`config.mk`:
```
export PLATFORM = sky130hd
export DESIGN_NAME = hidden_forward
export DESIGN_NICKNAME = d
export VERILOG_FILES = /design/src/rtl/hidden_forward.sv
export SDC_FILE = /design/constraint.sdc
export NUM_CORES = 1
export LEC_CHECK = 0
export ABC_AREA = 1
export ABC_CLOCK_PERIOD_IN_PS = 6300
export BUFFER_PORTS_ARGS = -buffer_cell sky130_fd_sc_hd__buf_2
export CAP_MARGIN = 20
export CORE_UTILIZATION = 60
export DETAILED_ROUTE_END_ITERATION = 16
export HOLD_SLACK_MARGIN = 0.08
export PLACE_DENSITY = 0.82
export SYNTH_ARGS = -nofsm -noshare
export SYNTH_HDL_FRONTEND = slang
export SYNTH_SLANG_ARGS = --single-unit
```
`constraint.sdc`:
```
create_clock -name clk_i -period 6.3 [get_ports clk_i]
set_input_delay 0.315 -clock clk_i [delete_from_list [all_inputs] [get_ports clk_i]]
set_output_delay 0.315 -clock clk_i [all_outputs]
set_load 0.005 [all_outputs]
```
`src/rtl/hidden_forward.sv`:
```
// -----------------------------------------------------------------------------
// hidden_forward
//
// Forward pass for one hidden neuron and its output synapse. This module
// produces the activation and network output that the backprop weight-update
// block later reads back as hidden_val_i / final_i.
//
// The neuron sums four binary-gated 8-bit weights plus a bias, one term per
// cycle. ReLU, a left shift and saturation to 10 bits give the hidden
// activation. That activation is then multiplied by the output weight.
//
// Ports
//   clk_i               in   1   clock, rising edge
//   rst_i               in   1   synchronous active-high reset
//   start_i             in   1   begin a pass (accepted only while idle)
//   zero_weight_reset_i in   1   synchronous clear, same effect as rst_i
//   x_i                 in   4   binary inputs, bit k gates weight k
//   w0_i..w3_i          in   8   hidden weights, two's complement
//   bias_i              in   8   hidden bias, two's complement
//   out_w_i             in   8   output weight, two's complement
//   busy_o              out  1   high whenever a pass is in flight
//   valid_o             out  1   one-cycle pulse, results below are fresh
//   hidden_val_o        out  10  unsigned hidden activation
//   final_o             out  19  two's complement network output
//
// Timing: start is accepted on edge N. busy_o is high in cycles N+1..N+7,
// and valid_o is high in cycle N+7. The results are registered on the same
// edge that raises valid_o, so they can be read during the pulse. The results
// then hold until the next completed pass.
// -----------------------------------------------------------------------------
module hidden_forward #(
    parameter int HID_SHIFT = 1,
    parameter int N_IN      = 4
) (
    input  logic        clk_i,
    input  logic        rst_i,
    input  logic        start_i,
    input  logic        zero_weight_reset_i,
    input  logic [3:0]  x_i,
    input  logic [7:0]  w0_i,
    input  logic [7:0]  w1_i,
    input  logic [7:0]  w2_i,
    input  logic [7:0]  w3_i,
    input  logic [7:0]  bias_i,
    input  logic [7:0]  out_w_i,
    output logic        busy_o,
    output logic        valid_o,
    output logic [9:0]  hidden_val_o,
    output logic [18:0] final_o
);

    localparam int DATA_W  = 10;   // hidden activation width
    localparam int COEF_W  = 8;    // weight / bias width
    localparam int ACC_W   = 11;   // covers -640..635 without overflow
    localparam int PROD_W  = 18;   // 11-bit unsigned-in-signed x 8-bit signed
    localparam int FIN_W   = 19;
    localparam int IDX_W   = (N_IN > 1) ? $clog2(N_IN) : 1;
    localparam logic [31:0] HID_MAX = (32'd1 << DATA_W) - 32'd1;

    typedef enum logic [2:0] {
        S_IDLE  = 3'd0,
        S_ACCUM = 3'd1,
        S_ACT   = 3'd2,
        S_MUL   = 3'd3,
        S_DONE  = 3'd4
    } state_t;

    state_t state_q;
    state_t state_d;

    // Either clear source returns the engine to idle with zeroed results.
    logic clr;
    assign clr = rst_i | zero_weight_reset_i;

    // Operands captured at the accept edge, so the inputs may change
    // while the pass runs.
    logic        [N_IN-1:0]   x_q;
    logic signed [COEF_W-1:0] w_q [N_IN];
    logic signed [COEF_W-1:0] out_w_q;

    logic        [IDX_W-1:0]  idx_q;
    logic signed [ACC_W-1:0]  acc_q;
    logic        [DATA_W-1:0] hidden_q;

    // -------------------------------------------------------------------------
    // Arithmetic helpers
    // -------------------------------------------------------------------------
    function automatic logic signed [ACC_W-1:0] sext_acc(
        input logic signed [COEF_W-1:0] v
    );
        return {{(ACC_W-COEF_W){v[COEF_W-1]}}, v};
    endfunction

    // ReLU, then shift, then clamp to the unsigned activation range.
    function automatic logic [DATA_W-1:0] relu_sat(
        input logic signed [ACC_W-1:0] a
    );
        logic [31:0] h;
        if (a < 0) begin
            return '0;
        end
        h = {{(32-ACC_W){1'b0}}, a} << HID_SHIFT;
        if (h > HID_MAX) begin
            return HID_MAX[DATA_W-1:0];
        end
        return h[DATA_W-1:0];
    endfunction

    // The activation is treated as a non-negative signed value. The product
    // fits in 18 bits and is then sign-extended to the output width.
    function automatic logic signed [FIN_W-1:0] mul_out(
        input logic        [DATA_W-1:0] h,
        input logic signed [COEF_W-1:0] w
    );
        logic signed [PROD_W-1:0] he;
        logic signed [PROD_W-1:0] we;
        logic signed [PROD_W-1:0] p;
        he = {{(PROD_W-DATA_W){1'b0}}, h};
        we = {{(PROD_W-COEF_W){w[COEF_W-1]}}, w};
        p  = he * we;
        return {p[PROD_W-1], p};
    endfunction

    // -------------------------------------------------------------------------
    // State register
    // -------------------------------------------------------------------------
    always_ff @(posedge clk_i) begin
        if (clr) begin
            state_q <= S_IDLE;
        end else begin
            state_q <= state_d;
        end
    end

    // -------------------------------------------------------------------------
    // Next-state logic
    // -------------------------------------------------------------------------
    always_comb begin
        state_d = state_q;
        unique case (state_q)
            S_IDLE:  if (start_i) state_d = S_ACCUM;
            S_ACCUM: if (idx_q == IDX_W'(N_IN - 1)) state_d = S_ACT;
            S_ACT:   state_d = S_MUL;
            S_MUL:   state_d = S_DONE;
            S_DONE:  state_d = S_IDLE;
            default: state_d = S_IDLE;
        endcase
    end

    // -------------------------------------------------------------------------
    // Outputs decoded from state
    // -------------------------------------------------------------------------
    always_comb begin
        busy_o  = (state_q != S_IDLE);
        valid_o = (state_q == S_DONE);
    end

    // -------------------------------------------------------------------------
    // Operand capture (data only, not cleared)
    // -------------------------------------------------------------------------
    always_ff @(posedge clk_i) begin
        if (state_q == S_IDLE && start_i) begin
            x_q     <= x_i;
            w_q[0]  <= w0_i;
            w_q[1]  <= w1_i;
            w_q[2]  <= w2_i;
            w_q[3]  <= w3_i;
            out_w_q <= out_w_i;
        end
    end

    // -------------------------------------------------------------------------
    // Accumulate / activate / multiply datapath
    // -------------------------------------------------------------------------
    always_ff @(posedge clk_i) begin
        if (clr) begin
            acc_q        <= '0;
            idx_q        <= '0;
            hidden_q     <= '0;
            hidden_val_o <= '0;
            final_o      <= '0;
        end else begin
            unique case (state_q)
                S_IDLE: begin
                    if (start_i) begin
                        // The bias seeds the sum, so x_i == 0 still yields ReLU(bias).
                        acc_q <= sext_acc(bias_i);
                        idx_q <= '0;
                    end
                end
                S_ACCUM: begin
                    if (x_q[idx_q]) begin
                        acc_q <= acc_q + sext_acc(w_q[idx_q]);
                    end
                    idx_q <= idx_q + IDX_W'(1);
                end
                S_ACT: begin
                    hidden_q <= relu_sat(acc_q);
                end
                S_MUL: begin
                    // Publish on entry to DONE so data and valid_o coincide.
                    hidden_val_o <= hidden_q;
                    final_o      <= mul_out(hidden_q, out_w_q);
                end
                default: ;
            endcase
        end
    end

endmodule

```
==> key figures <==
Route
  • Met2 WL post-DR: 8426 µm
  • Routed len/inst: approximately 14 µm
  • Post-DRT Antenna Nets: 0
  • Met3 WL: 893 µm
  • Wirelength, routed: 16610 µm
  • Detailed Routing Iterations Pass 1: 11
  • Vias: 6023
  • M1 WL: 6874 µm
  • Top routing layer in use: met4
  • DRC: 1
  • DR vias/cell: 5.247
  • Iter 0 DRT Violations: 373

Critical path
  • Critical Path RT: approximately 6.6 ns
  • R2R Path Start: out_w_q[7]
  • Worst-path cell chain: inv_1 -> or2_2 -> fa_1 -> fa_1 -> inv_1 -> fa_1 -> inv_1 -> fa_1 -> inv_1 -> ha_1 -> nand2_1 -> inv_1 -> a21oi_1 -> nand2_1 -> nand2_1 -> nand2_1 -> nand2_1 -> nand3_1 -> nand2_1 -> inv_1
  • Worst path max stage delay: roughly 0.55 ns
  • Kind of end point of the critical path: flop
  • Startpoint class of the critical path: flop
  • CP Max Fanout: 11
  • Setup CP Type: flop to flop
  • Family with the most delay on the worst path: adder cells
  • Data arrival time of the worst path: 4.76 ns
  • Worst path slowest cell: fa_1
  • CP bufs+invs: 6
  • Crit path launch: out_w_q[7]

Final layout
  • Most common cell after layout, fill and taps aside: nand2_1
  • Fin nets: ~1200
  • Layout cells sized above 1: 11.94%
  • Post-layout util: 69.25%
  • Commonest non-fill, non-tap cells in the layout: nand2_1, inv_1, nor2_1
  • Reg area: 2442 µm²
  • Area of the multi-input gates: between 3000 and 4000 µm²
  • Layout area overhead: 10.85%
  • Antenna cells: 0
  • Filler Cell Count: 973

Timing
  • Slew headroom: 42.51%
  • Max Slew Vio Count: 0
  • Fin Setup TNS: 0 ns
  • Fmax: 0.2220 GHz
  • Final setup margin: 1.795 ns
  • Final Skew: 0.01003 ns
  • Final Critical Period: 4.505 ns
  • Setup Viol. Count Final: 0
  • Hold_ws: about 0.13 ns
  • Fin crit share: 71.50%
  • Slew @ Worst Pin: 0.8595 ns
  • RSZ-0062 raised after global routing: false
  • Final hold vios: 0

Hold path
  • Min-delay src: w0_i[3]
  • HP Class: input pin to flop

Logic synthesis
  • Top cells by area, synth: edfxtp_1, dfxtp_1, fa_1
  • Top FF cell, synth: dfxtp_1
  • Seq/Total Area, Yosys: 33.66%
  • FF+latch count, synth: 100
  • Mapped cell area: 7256 µm²
  • Synth top area share: 18.21%
  • Syn_nets: 1097
  • Area leader, netlist: edfxtp_1
  • Post-Syn Instances: 936
  • Syn Area/Cell: 7.752 µm²
  • Netlist cell types: 42
  • Async set-reset flop share out of synthesis: 0%
  • Post-synth EDFFs: 44
  • Synth Warn #: 0

Clock tree
  • Cts hold-fix bufs: 0
  • Clk root buf: clkbuf_16
  • Post-CTS Setup Inserts: 0
  • Clock Path Buffers: 2
  • # H-tree levels: 3
  • Worst skew pair latency: 0.36 ns
  • CTS resizes: 0
  • CTS clock-pin slew for the worst setup and hold paths: around 0.08 ns
  • Num CTS Buffers: 9
  • TritonCTS clock tree: yes
  • Clock sinks: 100

Power and ir drop
  • Pwr dens: 183.1 nW/µm²
  • P_int: 0.001072 W
  • Worst ir drop on vdd: ~0.28 mV
  • Logic pwr share: 11.9%
  • Sw Pwr: approximately 0.0004 W
  • Seq pwr share: 49.2%
  • Clock share of power: roughly 39%
  • Leak: roughly 4.5 nW
  • Sw Ratio: 27.22%

Placement
  • Dpl ws: 1.835 ns
  • GP Congestion: 0.9536
  • Port Buffer Count: 86
  • Dpl hpwl: 12770 µm

Global route
  • Initial antenna violation count: 0
  • Vias in the first global route: 5842
  • Grt ovf: 0
  • Total track usage: 28.34%
  • First-pass GRT wire length: roughly 28000 µm
  • Largest net degree at the start of global routing: 37

Floorplan
  • Rows: 39
  • Die Width: 112.0 µm
  • Initial Utilization: 62.48%
  • Die area: 12540 µm²
  • Core footprint: around 12000 µm²
  • Die height: 112.0 µm
  • I/O Pins: 87

Status
  • Failing checks: DRC
  • Status: finished with violations

Flow run
  • Max-cap violations: 0
[final cells by class]
cell class / count / share of cell area, %
clock buffer: 10 / 3.111
clock inverter: 6 / 0.7312
inverter: 192 / 8.976
multi-input combinational: 608 / 48.80
sequential: 100 / 30.37
tap: 143 / 2.225
timing repair buffer: 89 / 5.787
[synth_stat cells (3+ instances only)]
library cell and n:
inv_1 186, ha_1 55, buf_6 3, nor3_1 3
fa_1 50, inv_2 4, o21ai_0 45, a21oi_1 41
xor2_1 5, nand3_1 43, xnor2_1 3, buf_2 5
nand2_1 195, nor2_1 130, nand4_1 5, o22ai_1 6
dfxtp_1 56, clkbuf_1 26, a22oi_1 3, edfxtp_1 44
nand3b_1 3
[flip-flops by register name, indices dropped and copies added, names as in the netlist, named ones only]
name	cells
w_q	32
hidden_val_o	10
acc_q	11
hidden_q	10
idx_q	2
final_o	18
state_q	3
x_q	4
out_w_q	8
[worst reg2reg max path: stages, from the launching register on]
cell      delay (ns)
edfxtp_1        0.37
inv_1           0.17
or2_2           0.34
fa_1            0.51
fa_1            0.55
inv_1           0.06
fa_1            0.53
inv_1           0.06
fa_1            0.53
inv_1           0.04
ha_1            0.34
nand2_1         0.12
inv_1           0.05
a21oi_1         0.22
nand2_1         0.12
nand2_1         0.10
nand2_1         0.05
nand2_1         0.05
nand3_1         0.06
nand2_1         0.09
inv_1           0.04
[kinds of logic after synthesis]
logic type | Yosys count | share of synthesized area, %
AND/OR/NAND/NOR | 389 | 21.92
XOR/XNOR | 8 | 0.9657
flip-flops | 100 | 33.66
AO/OA/AOI/OAI | 106 | 7.898
adder cells (fa/ha/maj) | 105 | 23.28
buffers and inverters | 228 | 12.28
[power by group through the flow]
| stage | Sequential, W | Clock (W) | Combinational (W) |
|---|---|---|---|
| global route | 0.000727 | 0.000608 | 0.000199 |
| detailed placement | 0.000739 | 0 | 0.000173 |
| floorplan | 0.000725 | 0 | 0.000131 |
| finish | 0.000724 | 0.000574 | 0.000175 |
| CTS | 0.000724 | 0.000581 | 0.000174 |
| global placement | 0.000738 | 0 | 0.000167 |
[metal layers]
metal | GRT usage (%) | vias to the layer above
met5 | 0 | -
met4 | 11.20 | 0
met3 | 5.553 | 33
met2 | 50.72 | 175
met1 | 33.44 | 2805
li1 | - | 3010
[path summary, 6_finish.rpt]
| check | slack [ns] | cells past startpoint | end |
|---|---|---|---|
| hold / removal | 0.13 | 1 | w_q[0][3] |
| hold reg to reg | 0.47 | 2 | hidden_val_o[0] |
| setup / recovery | 1.80 | 20 | final_o[11] |
| setup reg to reg | 1.80 | 20 | final_o[11] |
[through the flow]
step                      total power, W  instance area, µm²  cells
final                           0.001473                8043   1148
after global routing            0.001534                8043   1148
after CTS                       0.001479                8043   1148
after detailed placement       0.0009115                7734   1132
after global placement         0.0009049                7714   1131
after floorplan                0.0008553                7256    936
No activity file was read; power rests on OpenSTA's default activity.
